===== src/rtl/gvt_reducer.sv =====
// gvt_reducer: periodic global-virtual-time reduction across tiles.
// Once per 2^LOG_GVT_PERIOD enabled cycles, the block reads each tile's LVT (ts, tb)
// live, one tile per cycle. It takes the minimum over the valid tiles and publishes
// that minimum as the new GVT. GVT never moves backwards; a smaller result sets a
// sticky error flag instead. The block also detects termination (consecutive all-idle rounds).
// Ports:
//   clk, rstn      clock, async active-low reset
//   gvt_en         enables the period counter and the reduction; low aborts a round
//   lvt_ts/lvt_tb  per-tile LVT, tile i at [i*W +: W]
//   lvt_valid      per-tile busy flag; idle tiles are excluded from the minimum
//   gvt_ts/gvt_tb  current GVT (gvt_tb held 0 when USE_TB=0)
//   gvt_valid      one-cycle pulse when a round publishes
//   gvt_inf        last published round saw no valid tile
//   monotonic_err  sticky: a round produced a value below the current GVT
//   done           DONE_ROUNDS consecutive all-idle rounds observed
module gvt_reducer #(
  parameter int unsigned N_TILES        = 14,
  parameter int unsigned TS_WIDTH       = 32,
  parameter int unsigned TB_WIDTH       = 32,
  parameter int unsigned LOG_GVT_PERIOD = 5,
  parameter int unsigned USE_TB         = 1,
  parameter int unsigned DONE_ROUNDS    = 2
) (
  input  logic                        clk,
  input  logic                        rstn,
  input  logic                        gvt_en,
  input  logic [N_TILES*TS_WIDTH-1:0] lvt_ts,
  input  logic [N_TILES*TB_WIDTH-1:0] lvt_tb,
  input  logic [N_TILES-1:0]          lvt_valid,
  output logic [TS_WIDTH-1:0]         gvt_ts,
  output logic [TB_WIDTH-1:0]         gvt_tb,
  output logic                        gvt_valid,
  output logic                        gvt_inf,
  output logic                        monotonic_err,
  output logic                        done
);

  localparam int unsigned IDX_W = (N_TILES > 1) ? $clog2(N_TILES) : 1;
  localparam int unsigned CNT_W = LOG_GVT_PERIOD;
  localparam int unsigned IDL_W = 4;
  localparam logic [IDX_W-1:0] LAST_IDX = IDX_W'(N_TILES - 1);
  localparam logic [IDL_W-1:0] DONE_TH  = IDL_W'(DONE_ROUNDS);

  // Parameter sanity: a round must finish before the counter comes round again.
  if ((N_TILES == 0) || (N_TILES > 64)) begin : g_chk_tiles
    $error("gvt_reducer: N_TILES must be in 1..64");
  end
  if ((N_TILES + 2) > (32'd1 << LOG_GVT_PERIOD)) begin : g_chk_period
    $error("gvt_reducer: N_TILES+2 must not exceed 2^LOG_GVT_PERIOD");
  end
  if ((DONE_ROUNDS == 0) || (DONE_ROUNDS > 15)) begin : g_chk_done
    $error("gvt_reducer: DONE_ROUNDS must be in 1..15");
  end

  typedef enum logic [1:0] {
    S_IDLE    = 2'd0,
    S_SCAN    = 2'd1,
    S_PUBLISH = 2'd2
  } state_t;

  state_t              r_state;
  logic [CNT_W-1:0]    r_cnt;
  logic [IDX_W-1:0]    r_idx;
  logic [TS_WIDTH-1:0] r_acc_ts;
  logic [TB_WIDTH-1:0] r_acc_tb;
  logic                r_any;
  logic [IDL_W-1:0]    r_idle_cnt;

  logic [TS_WIDTH-1:0] w_cur_ts;
  logic [TB_WIDTH-1:0] w_cur_tb;
  logic                w_cur_vld;
  logic                w_lt;
  logic                w_ge;
  logic [IDL_W-1:0]    w_idle_inc;

  // Live select of the tile addressed by the scan index.
  always_comb begin
    w_cur_ts  = '0;
    w_cur_tb  = '0;
    w_cur_vld = 1'b0;
    for (int unsigned i = 0; i < N_TILES; i++) begin
      if (r_idx == IDX_W'(i)) begin
        w_cur_ts  = lvt_ts[i*TS_WIDTH +: TS_WIDTH];
        w_cur_tb  = lvt_tb[i*TB_WIDTH +: TB_WIDTH];
        w_cur_vld = lvt_valid[i];
      end
    end
  end

  // Ordering: lexicographic (ts, tb), or ts alone when the tiebreaker is unused.
  if (USE_TB != 0) begin : g_tb
    assign w_lt = {w_cur_ts, w_cur_tb} < {r_acc_ts, r_acc_tb};
    assign w_ge = {r_acc_ts, r_acc_tb} >= {gvt_ts, gvt_tb};
  end else begin : g_no_tb
    logic w_unused_tb;
    assign w_unused_tb = ^{w_cur_tb, r_acc_tb};
    assign w_lt = w_cur_ts < r_acc_ts;
    assign w_ge = r_acc_ts >= gvt_ts;
  end

  // Saturating idle-round count.
  assign w_idle_inc = (r_idle_cnt == '1) ? r_idle_cnt : r_idle_cnt + IDL_W'(1);

  // Period counter, scan FSM and published results.
  always_ff @(posedge clk or negedge rstn) begin
    if (!rstn) begin
      r_state       <= S_IDLE;
      r_cnt         <= '0;
      r_idx         <= '0;
      r_acc_ts      <= '1;
      r_acc_tb      <= '1;
      r_any         <= 1'b0;
      r_idle_cnt    <= '0;
      gvt_ts        <= '0;
      gvt_tb        <= '0;
      gvt_valid     <= 1'b0;
      gvt_inf       <= 1'b0;
      monotonic_err <= 1'b0;
      done          <= 1'b0;
    end else begin
      gvt_valid <= 1'b0;

      if (gvt_en) begin
        r_cnt <= r_cnt + CNT_W'(1);
      end else begin
        // Disabling breaks any run of idle rounds.
        done       <= 1'b0;
        r_idle_cnt <= '0;
      end

      case (r_state)
        S_IDLE: begin
          if (gvt_en && (r_cnt == '1)) begin
            r_acc_ts <= '1;
            r_acc_tb <= '1;
            r_any    <= 1'b0;
            r_idx    <= '0;
            r_state  <= S_SCAN;
          end
        end

        S_SCAN: begin
          if (!gvt_en) begin
            r_state <= S_IDLE;
            r_cnt   <= '0;
          end else begin
            if (w_cur_vld && w_lt) begin
              r_acc_ts <= w_cur_ts;
              r_acc_tb <= w_cur_tb;
            end
            r_any <= r_any | w_cur_vld;
            if (r_idx == LAST_IDX) begin
              r_state <= S_PUBLISH;
            end else begin
              r_idx <= r_idx + IDX_W'(1);
            end
          end
        end

        S_PUBLISH: begin
          r_state <= S_IDLE;
          if (!gvt_en) begin
            r_cnt <= '0;
          end else begin
            gvt_valid <= 1'b1;
            if (r_any) begin
              gvt_inf    <= 1'b0;
              r_idle_cnt <= '0;
              done       <= 1'b0;
              if (w_ge) begin
                gvt_ts <= r_acc_ts;
                gvt_tb <= (USE_TB != 0) ? r_acc_tb : '0;
              end else begin
                monotonic_err <= 1'b1;
              end
            end else begin
              gvt_inf    <= 1'b1;
              r_idle_cnt <= w_idle_inc;
              if (w_idle_inc >= DONE_TH) begin
                done <= 1'b1;
              end
            end
          end
        end

        default: r_state <= S_IDLE;
      endcase
    end
  end

endmodule


===== config.mk =====
export PLATFORM = sky130hd
export DESIGN_NAME = gvt_reducer
export DESIGN_NICKNAME = d
export VERILOG_FILES = /design/src/rtl/gvt_reducer.sv
export SDC_FILE = /design/constraint.sdc
export NUM_CORES = 1
export LEC_CHECK = 0
export ABC_AREA = 1
export CORE_AREA = 2 2 386 388
export CTS_BUF_LIST = sky130_fd_sc_hd__clkbuf_8 sky130_fd_sc_hd__clkbuf_16
export DETAILED_ROUTE_END_ITERATION = 8
export DIE_AREA = 0 0 388 390
export PLACE_DENSITY = 0.3
export SETUP_SLACK_MARGIN = 0.2
export SKIP_CTS_REPAIR_TIMING = 1
export SLEW_MARGIN = 20
export SYNTH_ARGS = -nofsm -noshare
export SYNTH_HDL_FRONTEND = slang
export SYNTH_SLANG_ARGS = --single-unit

===== constraint.sdc =====
create_clock -name clk -period 5.1 [get_ports clk]
set_input_delay 1.53 -clock clk [delete_from_list [all_inputs] [get_ports clk]]
set_output_delay 1.53 -clock clk [all_outputs]
set_load 0.02 [all_outputs]

==> summary.log <==
INFO  route          drtPass1Iterations=5
INFO  outcome        failing_checks=negative setup slack
INFO  worst_setup_path worst_ep_required_time=5.54ns
INFO  layout         final_cell_area=34,900um^2
INFO  pwr            vdd_ir_drop_max=0.251mV
INFO  yosys          number_of_synthesized_register_bits=148
INFO  layout         final_common_cell=sky130_fd_sc_hd__clkdlybuf4s50_1
INFO  global_routing grt_pass1_vias=24,500
INFO  yosys          synthCells=2,792
INFO  pwr            total_leakage_power=14.9nW
INFO  timing         setup_total_negative_slack=-5.65ns
INFO  timing         fin_crit=5.22ns
INFO  route          drt-vias-per-instance=4.21
INFO  placement      placedInstanceArea=31,400um^2
INFO  worst_setup_path crit_path_start_kind=input port
INFO  global_routing grt.overflow.total=0
INFO  pwr            power.density_cell_area=633nW/um^2
INFO  route          wl_per_cell=28.5um
INFO  layout         p_r_area_growth_vs_syn=105%
INFO  floorplanning  dieWidth=388um
INFO  clocking       tritoncts.num_buffers=17
INFO  timing         worst_slew_pin_slew=0.820ns
INFO  timing         report.final.hold_viol_count=0
INFO  placement      detailedPlacementHpwl=140,000um
INFO  timing         final.setup.worst_slack=-0.121ns
INFO  worst_setup_path worst_setup_path_end_kind=flop
INFO  timing         grt_setup_unrepaired=true
INFO  clocking       clock_transition_at_the_register_clock_pins_on_the_worst_setup_and_hold_paths_after_cts=0.07ns
INFO  global_routing grt_pass1_wl=217,000um
INFO  layout         post_layout_nonfiller_instances=5,912
INFO  clocking       worst_skew_pair.late_latency=0.50ns
INFO  route          detail-route-antenna-nets=0
INFO  floorplanning  die-area=151,000um^2
INFO  timing         setup_violations=64
INFO  yosys          synth-seq-area-share=22.2%
INFO  layout         post-route-util=23.7%
INFO  clocking       cts_tree=done
INFO  yosys          ys_types=44
INFO  worst_setup_path timing.critical_path.slowest_cell_delay=0.47ns
INFO  yosys          post_synth_design_cell_area=17,100um^2
INFO  global_routing grt_start_max_net_pins=77
INFO  layout         drive_gt1_share=21.2%
INFO  route          num_vias=24,900
INFO  global_routing grt_antenna_before_repair=108
INFO  route          drt_drc_violations_left=0
INFO  timing         finClkSkew=0.0164ns
INFO  pwr            power.combinational.fraction=82.5%
INFO  worst_setup_path critPathKind=input port to flop
INFO  floorplanning  die_h=390um
INFO  pwr            part_of_the_total_power_dissipated_in_the_clock_network=6.2%
INFO  timing         final_max_slew_viol_count=0
INFO  route          finalWirelength=169,000um
INFO  run            timing.max_cap.violations=0
INFO  outcome        status=finished with violations
INFO  worst_setup_path critPathSlowestCell=sky130_fd_sc_hd__clkdlybuf4s50_1
INFO  floorplanning  initial_utilization=11.6%
INFO  clocking       cts.sinks=148
INFO  clocking       clock_path_buffers=2
INFO  worst_setup_path path_max_fanout=8
INFO  placement      port-buffer-count=980
INFO  clocking       clock-root-buffer=sky130_fd_sc_hd__clkbuf_16
INFO  yosys          synth-warning-count=0
INFO  floorplanning  num_io_pins=981
INFO  clocking       h_tree_depth=4
INFO  yosys          syn_nets=3,844
INFO  placement      gp_routability_congestion=0.931
INFO  floorplanning  floorplan.core_area=147,000um^2
INFO  placement      placedCellCount=5,790
INFO  pwr            power_frac_seq=11.2%
INFO  pwr            switchingPower=11.4mW
INFO  worst_setup_path worst-endpoint-arrival=5.66ns
INFO  yosys          syn-mean-instance-area=6.11um^2
INFO  timing         max_clock_freq=192MHz
INFO  layout         nets=4,983
INFO  worst_hold_path hp-class=flop to flop
INFO  floorplanning  rows=141
INFO  pwr            switching_share=51.3%
INFO  route          detailedRoute.firstIterationViolations=1,428
INFO  pwr            power=22.1mW
INFO  global_routing global_route.usage.total=20.8%
INFO  timing         worst_max_slew_margin_expressed_relative_to_the_limit=45.3%
INFO  pwr            cell_internal_pwr=10.8mW
INFO  timing         timing.final.crit_share=102%
INFO  layout         layout.cells.most_common_list=920 x sky130_fd_sc_hd__clkdlybuf4s50_1, 734 x sky130_fd_sc_hd__nand2_1, 261 x sky130_fd_sc_hd__nand3_1, 244 x sky130_fd_sc_hd__buf_4, 204 x sky130_fd_sc_hd__inv_1
[through the flow]
step	setup WS, ns	hold slack, ns
after global placement	-1.21	0.490
after global routing	-0.280	0.514
final	-0.121	0.499
after CTS	-0.708	0.501
after detailed placement	-1.25	0.489
after floorplan	0.608	0.471
[metal layers]
layer	GRT usage (%)	vias to the layer above	share of wire, %
met5	0	-	0.22
met2	33.6	851	46
met4	4.66	58	1.9
li1	-	11900	-
met1	27.2	11900	44
met3	6.31	188	7.2
[logic make-up after synthesis]
family,after synthesis,synth area share (%)
fa+ha+maj,139,10.2
simple gates,1270,31.0
xor+xnor,1,0.0514
buf+inv,442,10.2
flops,148,22.2
compound gates,792,26.4
[sequential cells by signal, indices dropped and copies added, names as in the netlist, 2 cells and up]
name and cells:
gvt_ts 32, r_cnt 5, r_idx 4, r_state 2
r_idle_cnt 4, r_acc_ts 32, r_acc_tb 32, gvt_tb 32
[power by group through the flow]
stage	logic, mW	registers, mW	clock network [mW]
after CTS	15.3	2.50	1.45
final	18.3	2.48	1.38
after floorplan	6.77	2.62	0
after global placement	15.2	2.52	0
after detailed placement	15.2	2.51	0
after global routing	20.1	2.58	1.47
[Yosys cell counts (all sizes together)]
library cell,n,area (um^2)
a31oi,2,12.5
o21bai,2,15.0
a221oi,2,17.5
a21oi,176,881
o211ai,85,638
nand3b,1,7.51
a41oi,1,8.76
o221a,4,45.0
dfrtp,84,2100
nor3,11,55.1
nor4,2,12.5
o41ai,1,8.76
nor4b,2,17.5
or4,1,7.51
xor2,1,8.76
a2111oi,1,8.76
and2,1,6.26
nor2,98,398
o21a,2,15.0
dfstp,64,1680
nand3,300,1500
nand4,22,138
or2,2,12.5
o22ai,1,6.26
nor3b,1,7.51
o221ai,5,43.8
clkinv,2,7.51
inv,237,890
ha,139,1740
nand2,829,3130
o21ai,441,2210
clkbuf,151,567
buf,52,277
a211oi,12,90.1
o2111ai,57,499
[final timing paths]
path / slack [ns] / startpoint / depth (start not counted) / end
setup / recovery: -0.12 / lvt_ts[87] / 29 / r_acc_ts[16]
hold / removal: 0.50 / r_acc_ts[10] / 2 / r_acc_ts[10]
setup reg to reg: -0.03 / r_idx[0] / 35 / r_acc_ts[16]
hold reg to reg: 0.50 / r_acc_ts[10] / 2 / r_acc_ts[10]
max in group asynchronous: 3.23 / rstn / 2 / r_acc_ts[9]
min in group asynchronous: 0.93 / rstn / 1 / gvt_tb[23]
[layout make-up]
| type | count | area, um^2 |
|---|---|---|
| clock inverter | 14 | 150 |
| antenna | 38 | 95.1 |
| sequential | 148 | 3780 |
| timing repair inverter | 1 | 6.26 |
| tap | 1930 | 2410 |
| fill | 16600 | 112000 |
| timing repair buffer | 1321 | 13600 |
| inverter | 239 | 936 |
| multi-input combinational | 2203 | 13500 |
| clock buffer | 18 | 439 |
[worst max-delay path: cells and delay by family]
family,cells,cell delay [ns]
compound gates,12,1.77
fa+ha+maj,1,0.21
buf+inv,7,1.28
simple gates,9,0.85
(Power assumes the default switching activity.)
